===== config.mk =====
export PLATFORM = sky130hd
export DESIGN_NAME = bcp_core
export DESIGN_NICKNAME = d
export VERILOG_FILES = /design/src/rtl/bcp_core.sv
export SDC_FILE = /design/constraint.sdc
export NUM_CORES = 1
export LEC_CHECK = 0
export ABC_AREA = 1
export CAP_MARGIN = 20
export CORE_ASPECT_RATIO = 2
export CORE_MARGIN = 4
export CORE_UTILIZATION = 41
export CTS_CLUSTER_DIAMETER = 120
export DETAILED_ROUTE_END_ITERATION = 10
export PLACE_DENSITY = 0.86
export SYNTH_ARGS = -nofsm -noshare
export SYNTH_HDL_FRONTEND = slang
export SYNTH_SLANG_ARGS = --single-unit

===== constraint.sdc =====
create_clock -name clock -period 2 [get_ports clock]
set_clock_uncertainty 0.15 [all_clocks]
set_input_delay 0.4 -clock clock [delete_from_list [all_inputs] [get_ports clock]]
set_output_delay 0.4 -clock clock [all_outputs]
set_load 0.03 [all_outputs]

===== src/rtl/bcp_core.sv =====
// bcp_core -- Boolean constraint propagation engine for a small SAT solver.
//
// Walks an inclusive range of clauses held in an external clause memory.
// Each clause holds up to three literals. Every literal is checked against
// the current variable assignment. The engine then does one of three things:
//   - it flags a conflict on a clause where every literal is false,
//   - it pushes a forced implication for a unit clause,
//   - or it moves on to the next clause.
//
// Ports:
//   clock, reset (async, active-low)      clocking and reset
//   start, start_clause, end_clause       run request and inclusive range
//   reset_bcp                             synchronous abort
//   clause_rd, clause_addr, clause_data   clause memory port (1-cycle read latency)
//   vs_var0..2 / vs_val0..2 / vs_unassigned0..2
//                                         same-cycle variable-state lookup
//   push_imply, var_in_imply, val_in_imply, type_in_imply, full_imply
//                                         implication queue push port
//   bcp_busy, conflict, bcp_clause_idx    status

`ifndef MAX_VARS_BITS
`define MAX_VARS_BITS 8
`endif
`ifndef MAX_CLAUSES_BITS
`define MAX_CLAUSES_BITS 8
`endif

module bcp_core (
   input  logic                              clock,
   input  logic                              reset,
   input  logic                              start,
   input  logic [`MAX_CLAUSES_BITS-1:0]      start_clause,
   input  logic [`MAX_CLAUSES_BITS-1:0]      end_clause,
   input  logic                              reset_bcp,
   output logic                              clause_rd,
   output logic [`MAX_CLAUSES_BITS-1:0]      clause_addr,
   input  logic [3*(`MAX_VARS_BITS+2)-1:0]   clause_data,
   output logic [`MAX_VARS_BITS-1:0]         vs_var0,
   output logic [`MAX_VARS_BITS-1:0]         vs_var1,
   output logic [`MAX_VARS_BITS-1:0]         vs_var2,
   input  logic                              vs_val0,
   input  logic                              vs_val1,
   input  logic                              vs_val2,
   input  logic                              vs_unassigned0,
   input  logic                              vs_unassigned1,
   input  logic                              vs_unassigned2,
   output logic                              push_imply,
   output logic [`MAX_VARS_BITS-1:0]         var_in_imply,
   output logic                              val_in_imply,
   output logic                              type_in_imply,
   input  logic                              full_imply,
   output logic                              bcp_busy,
   output logic                              conflict,
   output logic [`MAX_CLAUSES_BITS-1:0]      bcp_clause_idx
);

   localparam int VB = `MAX_VARS_BITS;
   localparam int CB = `MAX_CLAUSES_BITS;
   localparam int LW = VB + 2;

   typedef enum logic [1:0] {IDLE, FETCH, EVAL} state_t;

   state_t            state, next_state;
   logic [CB-1:0]     idx, end_idx;
   logic [3*LW-1:0]   held_data;
   logic              first_eval;
   logic              busy_q, conflict_q;

   logic [3*LW-1:0]   eval_data;
   logic [VB-1:0]     lit_var [3];
   logic [2:0]        lit_valid, lit_pol, lit_true, lit_open;
   logic [2:0]        vs_val_v, vs_un_v;
   logic              satisfied, zero_open, one_open;
   logic [VB-1:0]     open_var;
   logic              open_pol;

   logic              accept, advance, set_conflict, clear_conflict;

   // The read data arrives during the first EVAL cycle. Use it directly there
   // so a clause takes two cycles. Replay the captured copy while a push is
   // being retried against a full queue.
   assign eval_data = first_eval ? clause_data : held_data;

   always_comb begin
      for (int i = 0; i < 3; i++) begin
         lit_var[i]   = eval_data[i*LW +: VB];
         lit_pol[i]   = eval_data[i*LW + VB];
         lit_valid[i] = eval_data[i*LW + VB + 1];
      end
   end

   assign vs_var0  = lit_var[0];
   assign vs_var1  = lit_var[1];
   assign vs_var2  = lit_var[2];
   assign vs_val_v = {vs_val2, vs_val1, vs_val0};
   assign vs_un_v  = {vs_unassigned2, vs_unassigned1, vs_unassigned0};

   assign lit_true  = lit_valid & ~vs_un_v & ~(vs_val_v ^ lit_pol);
   assign lit_open  = lit_valid & vs_un_v;
   assign satisfied = |lit_true;
   assign zero_open = ~|lit_open;
   assign one_open  = (lit_open == 3'b001) || (lit_open == 3'b010) || (lit_open == 3'b100);

   always_comb begin
      open_var = lit_var[2];
      open_pol = lit_pol[2];
      if (lit_open[0]) begin
         open_var = lit_var[0];
         open_pol = lit_pol[0];
      end else if (lit_open[1]) begin
         open_var = lit_var[1];
         open_pol = lit_pol[1];
      end
   end

   // Next-state and strobe logic. reset_bcp overrides everything, including
   // the read and push strobes of the current cycle.
   always_comb begin
      next_state     = state;
      clause_rd      = 1'b0;
      push_imply     = 1'b0;
      accept         = 1'b0;
      advance        = 1'b0;
      set_conflict   = 1'b0;
      clear_conflict = 1'b0;
      if (reset_bcp) begin
         next_state     = IDLE;
         clear_conflict = 1'b1;
      end else begin
         case (state)
            IDLE: begin
               if (start) begin
                  clear_conflict = 1'b1;
                  if (start_clause <= end_clause) begin
                     accept     = 1'b1;
                     next_state = FETCH;
                  end
               end
            end
            FETCH: begin
               clause_rd  = 1'b1;
               next_state = EVAL;
            end
            EVAL: begin
               if (!satisfied && zero_open) begin
                  set_conflict = 1'b1;
                  next_state   = IDLE;
               end else if (!satisfied && one_open && full_imply) begin
                  next_state = EVAL;
               end else begin
                  push_imply = !satisfied && one_open;
                  if (idx == end_idx) begin
                     next_state = IDLE;
                  end else begin
                     advance    = 1'b1;
                     next_state = FETCH;
                  end
               end
            end
            default: next_state = IDLE;
         endcase
      end
   end

   assign clause_addr    = idx;
   assign var_in_imply   = push_imply ? open_var : '0;
   assign val_in_imply   = push_imply & open_pol;
   assign type_in_imply  = push_imply;
   assign bcp_busy       = busy_q;
   assign conflict       = conflict_q;
   assign bcp_clause_idx = idx;

   always_ff @(posedge clock or negedge reset) begin
      if (!reset) begin
         state      <= IDLE;
         idx        <= '0;
         end_idx    <= '0;
         held_data  <= '0;
         first_eval <= 1'b0;
         busy_q     <= 1'b0;
         conflict_q <= 1'b0;
      end else begin
         state      <= next_state;
         busy_q     <= (next_state != IDLE);
         first_eval <= (state == FETCH) && (next_state == EVAL);
         if (first_eval)
            held_data <= clause_data;
         if (accept) begin
            idx     <= start_clause;
            end_idx <= end_clause;
         end else if (advance) begin
            idx <= idx + 1'b1;
         end
         if (clear_conflict)
            conflict_q <= 1'b0;
         else if (set_conflict)
            conflict_q <= 1'b1;
      end
   end

endmodule


==> flow_summary.yaml <==
routing:
  avgRoutedWirePerCell_microns: 16.92
  via_per_inst: 5.133
  number_of_detailed_route_iterations_in_the_first_pass: 4
  detail_route.iter0.violations: 210
  antenna_violating_nets_post_route: 0
  route.vias.total: 3444
  drcViolationCount: 0
  routed_wl_microns: 11350
sta:
  max_slew_violations: 0
  hold_slack_ns: 0.2911
  slew_headroom_pct: 57.89
  tightest_slew_ns: 0.6317
  setup-violations-final: 45
  unrepaired_setup_endpoints_after_global_routing: "true"
  max_freq_mhz: 378.2
  finalCriticalPeriod_ns: 2.644
  hold_viol: 0
  setup_ws_ns: -0.6441
  min_period_over_period_pct: 132.2
yosys:
  number_of_synthesis_warnings: 0
  post_synth_inst_count: 427
  post_synthesis_sequential_element_count: 51
  synth_cell_types: 28
  synth.avg_cell_area_sq_um: 7.490
  synthesis.nets: 493
  post_synthesis_sequential_area_ratio_pct: 39.91
  synthesis.area_sq_um: 3198
place:
  place_hpwl_microns: 7631
  gpl.final_weighted_congestion: 0.8685
  preCtsSetupSlack_ns: -0.6649
  count_of_buffers_from_port_buffering: 110
worst_setup_path:
  kind_of_launch_point_of_the_worst_setup_path: "input port"
  crit_path_max_fanout: 5
  worst_ep_required_time_ns: 1.45
  cp.arrival_ns: 2.09
  setup.worst_path.end_class: "output port"
  crit_type: "in2out"
clock_network:
  cts_made_buffers: 5
  cts.htree.levels: 2
  clkSlewWorstSetupHoldPaths_ns: 0.07
  tritoncts: "built"
  master_cell_of_the_clock_root_buffer: "sky130_fd_sc_hd__clkbuf_16"
  clock-sinks: 51
  clock_tree.buffer_depth: 2
  clkLatencyLatePin_ns: 0.29
power:
  vdd_drop_max_mv: 0.7131
  clock_power_share_pct: 14.3
  leakagePower_nw: 2.765
  power.share.switching_pct: 44.74
  net_switching_power_w: 0.002831
  p_int_w: 0.003496
  p_comb_share_pct: 59.0
  sequentialPowerShare_pct: 26.6
  power_per_unit_of_standard_cell_area_nw_per_um2: 1205
outcome:
  violations: "setup timing"
  outcome: "finished, violations left"
final_layout:
  layout_commonest_cell: "sky130_fd_sc_hd__nand2_1"
  nets: 642
  n_fill_cell: 565
  antenna-diode-count: 0
  most-common-layout-cells: "sky130_fd_sc_hd__nand2_1, sky130_fd_sc_hd__buf_4, sky130_fd_sc_hd__dfrtp_1"
  share_of_layout_cells_above_drive_strength_1_pct: 33.45
  area.growth.synth_to_final_pct: 64.20
floorplanning:
  die_height_microns: 132.9
  ioPinCount: 111
  initial_utilization_pct: 42.07
  die_wd_microns: 70.45
  coreArea_sq_um: 7601
  design.die.area_sq_um: 9363
  rows: 45
global_route:
  antenna_found_initial: 0
  global_route.usage.total_pct: 21.70
  via_count_of_the_first_global_routing_pass: 3517
  pin_count_of_the_biggest_net_entering_global_routing: 28
  grt_overflow_total: 0
  grt_first_pass_wirelength_microns: 16080
worst_hold_path:
  hold_path_class: "in2reg"
job:
  drv.max_cap_violation_count: 0
synth_stat cells, drive strengths merged:
| cell type | instances | area [sq um] |
|---|---|---|
| mux2i | 7 | 70.07 |
| nor4 | 1 | 6.260 |
| dfrtp | 51 | 1276 |
| nor3 | 4 | 20.02 |
| nand3b | 2 | 15.01 |
| clkbuf | 3 | 11.26 |
| nand3 | 34 | 202.7 |
| buf | 40 | 295.3 |
| nor2 | 32 | 135.1 |
| o21ai | 24 | 120.1 |
| inv | 53 | 198.9 |
| nand2 | 142 | 551.8 |
| ha | 9 | 112.6 |
| nand4 | 2 | 12.51 |
| xor2 | 9 | 78.83 |
| a21oi | 8 | 40.04 |
| xnor2 | 5 | 43.79 |
| nor3b | 1 | 7.510 |
flip-flops by register name (all words and copies together), names as in the netlist:
name            flops
first_eval          1
bcp_busy            1
bcp_clause_idx      8
state               2
end_idx             8
held_data          30
conflict            1
worst paths after layout:
check	from	end	slack, ns	depth (start not counted)
max reg2reg	first_eval	bcp_clause_idx[6]	-0.34	15
max in group asynchronous	reset	first_eval	0.61	3
min reg2reg	end_idx[1]	end_idx[1]	0.36	2
max	clause_data[19]	var_in_imply[3]	-0.64	11
min	end_clause[5]	end_idx[5]	0.29	3
min in group asynchronous	reset	held_data[23]	0.52	2
logic make-up (layout without fill, tap and decap cells):
family | count (synthesis) | count (layout) | synth area share [%]
buffers and inverters | 96 | 243 | 15.81
flip-flops | 51 | 51 | 39.91
AO/OA/AOI/OAI | 32 | 32 | 5.008
multiplexers | 7 | 7 | 2.191
adder cells (fa/ha/maj) | 9 | 9 | 3.521
AND/OR/NAND/NOR | 218 | 221 | 29.73
XOR/XNOR | 14 | 14 | 3.834
layout make-up:
class	count	area [sq um]	area share (%)
sequential	51	1277	24.33
timing repair inverter	1	7.507	0.1430
clock inverter	1	7.507	0.1430
clock buffer	7	152.6	2.907
inverter	53	206.4	3.931
timing repair buffer	181	1708	32.52
tap	94	117.6	2.240
multi-input combinational	283	1774	33.79
through the flow:
stage / power [W] / cell area (sq um) / cells / utilization [%] / setup TNS, ns
detailed placement: 0.005162 / 4553 / 646 / 59.90 / -14.66
global placement: 0.005063 / 4553 / 646 / 59.90 / -12.95
global route: 0.006671 / 5251 / 671 / 69.09 / -18.64
CTS: 0.006089 / 4910 / 663 / 64.59 / -13.89
floorplan: 0.003902 / 3263 / 427 / - / -1.870
finish: 0.006327 / 5251 / 671 / 69.09 / -14.82
what timing repair did:
action / in CTS / in global routing
hold buffers: 1 / 0
setup buffers: 4 / 7
setup endpoints to repair: 68 / 55
resized for setup: 38 / 75
cloned: 4 / 2
hold endpoints to repair: 24 / 0
pin swaps: 7 / 17
critical path, stage by stage:
cell and delay, ns:
sky130_fd_sc_hd__clkdlybuf4s50_1 0.45, sky130_fd_sc_hd__inv_1 0.04, sky130_fd_sc_hd__nand2_1 0.11, sky130_fd_sc_hd__nand3_4 0.14
sky130_fd_sc_hd__nand3_2 0.11, sky130_fd_sc_hd__nand2_2 0.07, sky130_fd_sc_hd__nor4_4 0.22, sky130_fd_sc_hd__buf_6 0.19
sky130_fd_sc_hd__nand2_8 0.10, sky130_fd_sc_hd__nor2_4 0.13, sky130_fd_sc_hd__buf_6 0.14
metal layers:
metal | vias to the layer above | part of all wire (%) | global-route usage [%]
met3 | 51 | 6.5 | 5.095
met4 | 0 | 5.8 | 11.83
met1 | 1619 | 31 | 19.72
met2 | 175 | 56 | 42.12
li1 | 1599 | - | -
met5 | - | 0 | 0
power groups by stage:
stage                     registers, W  clock network (W)  logic (W)
final                          0.00168           0.000907    0.00374
after floorplan                0.00178                  0    0.00213
after global routing           0.00172           0.000956    0.00399
after global placement         0.00167                  0    0.00340
after detailed placement       0.00169                  0    0.00347
after CTS                      0.00168           0.000918    0.00349
Note: power is estimated with default switching activity, not from simulation.
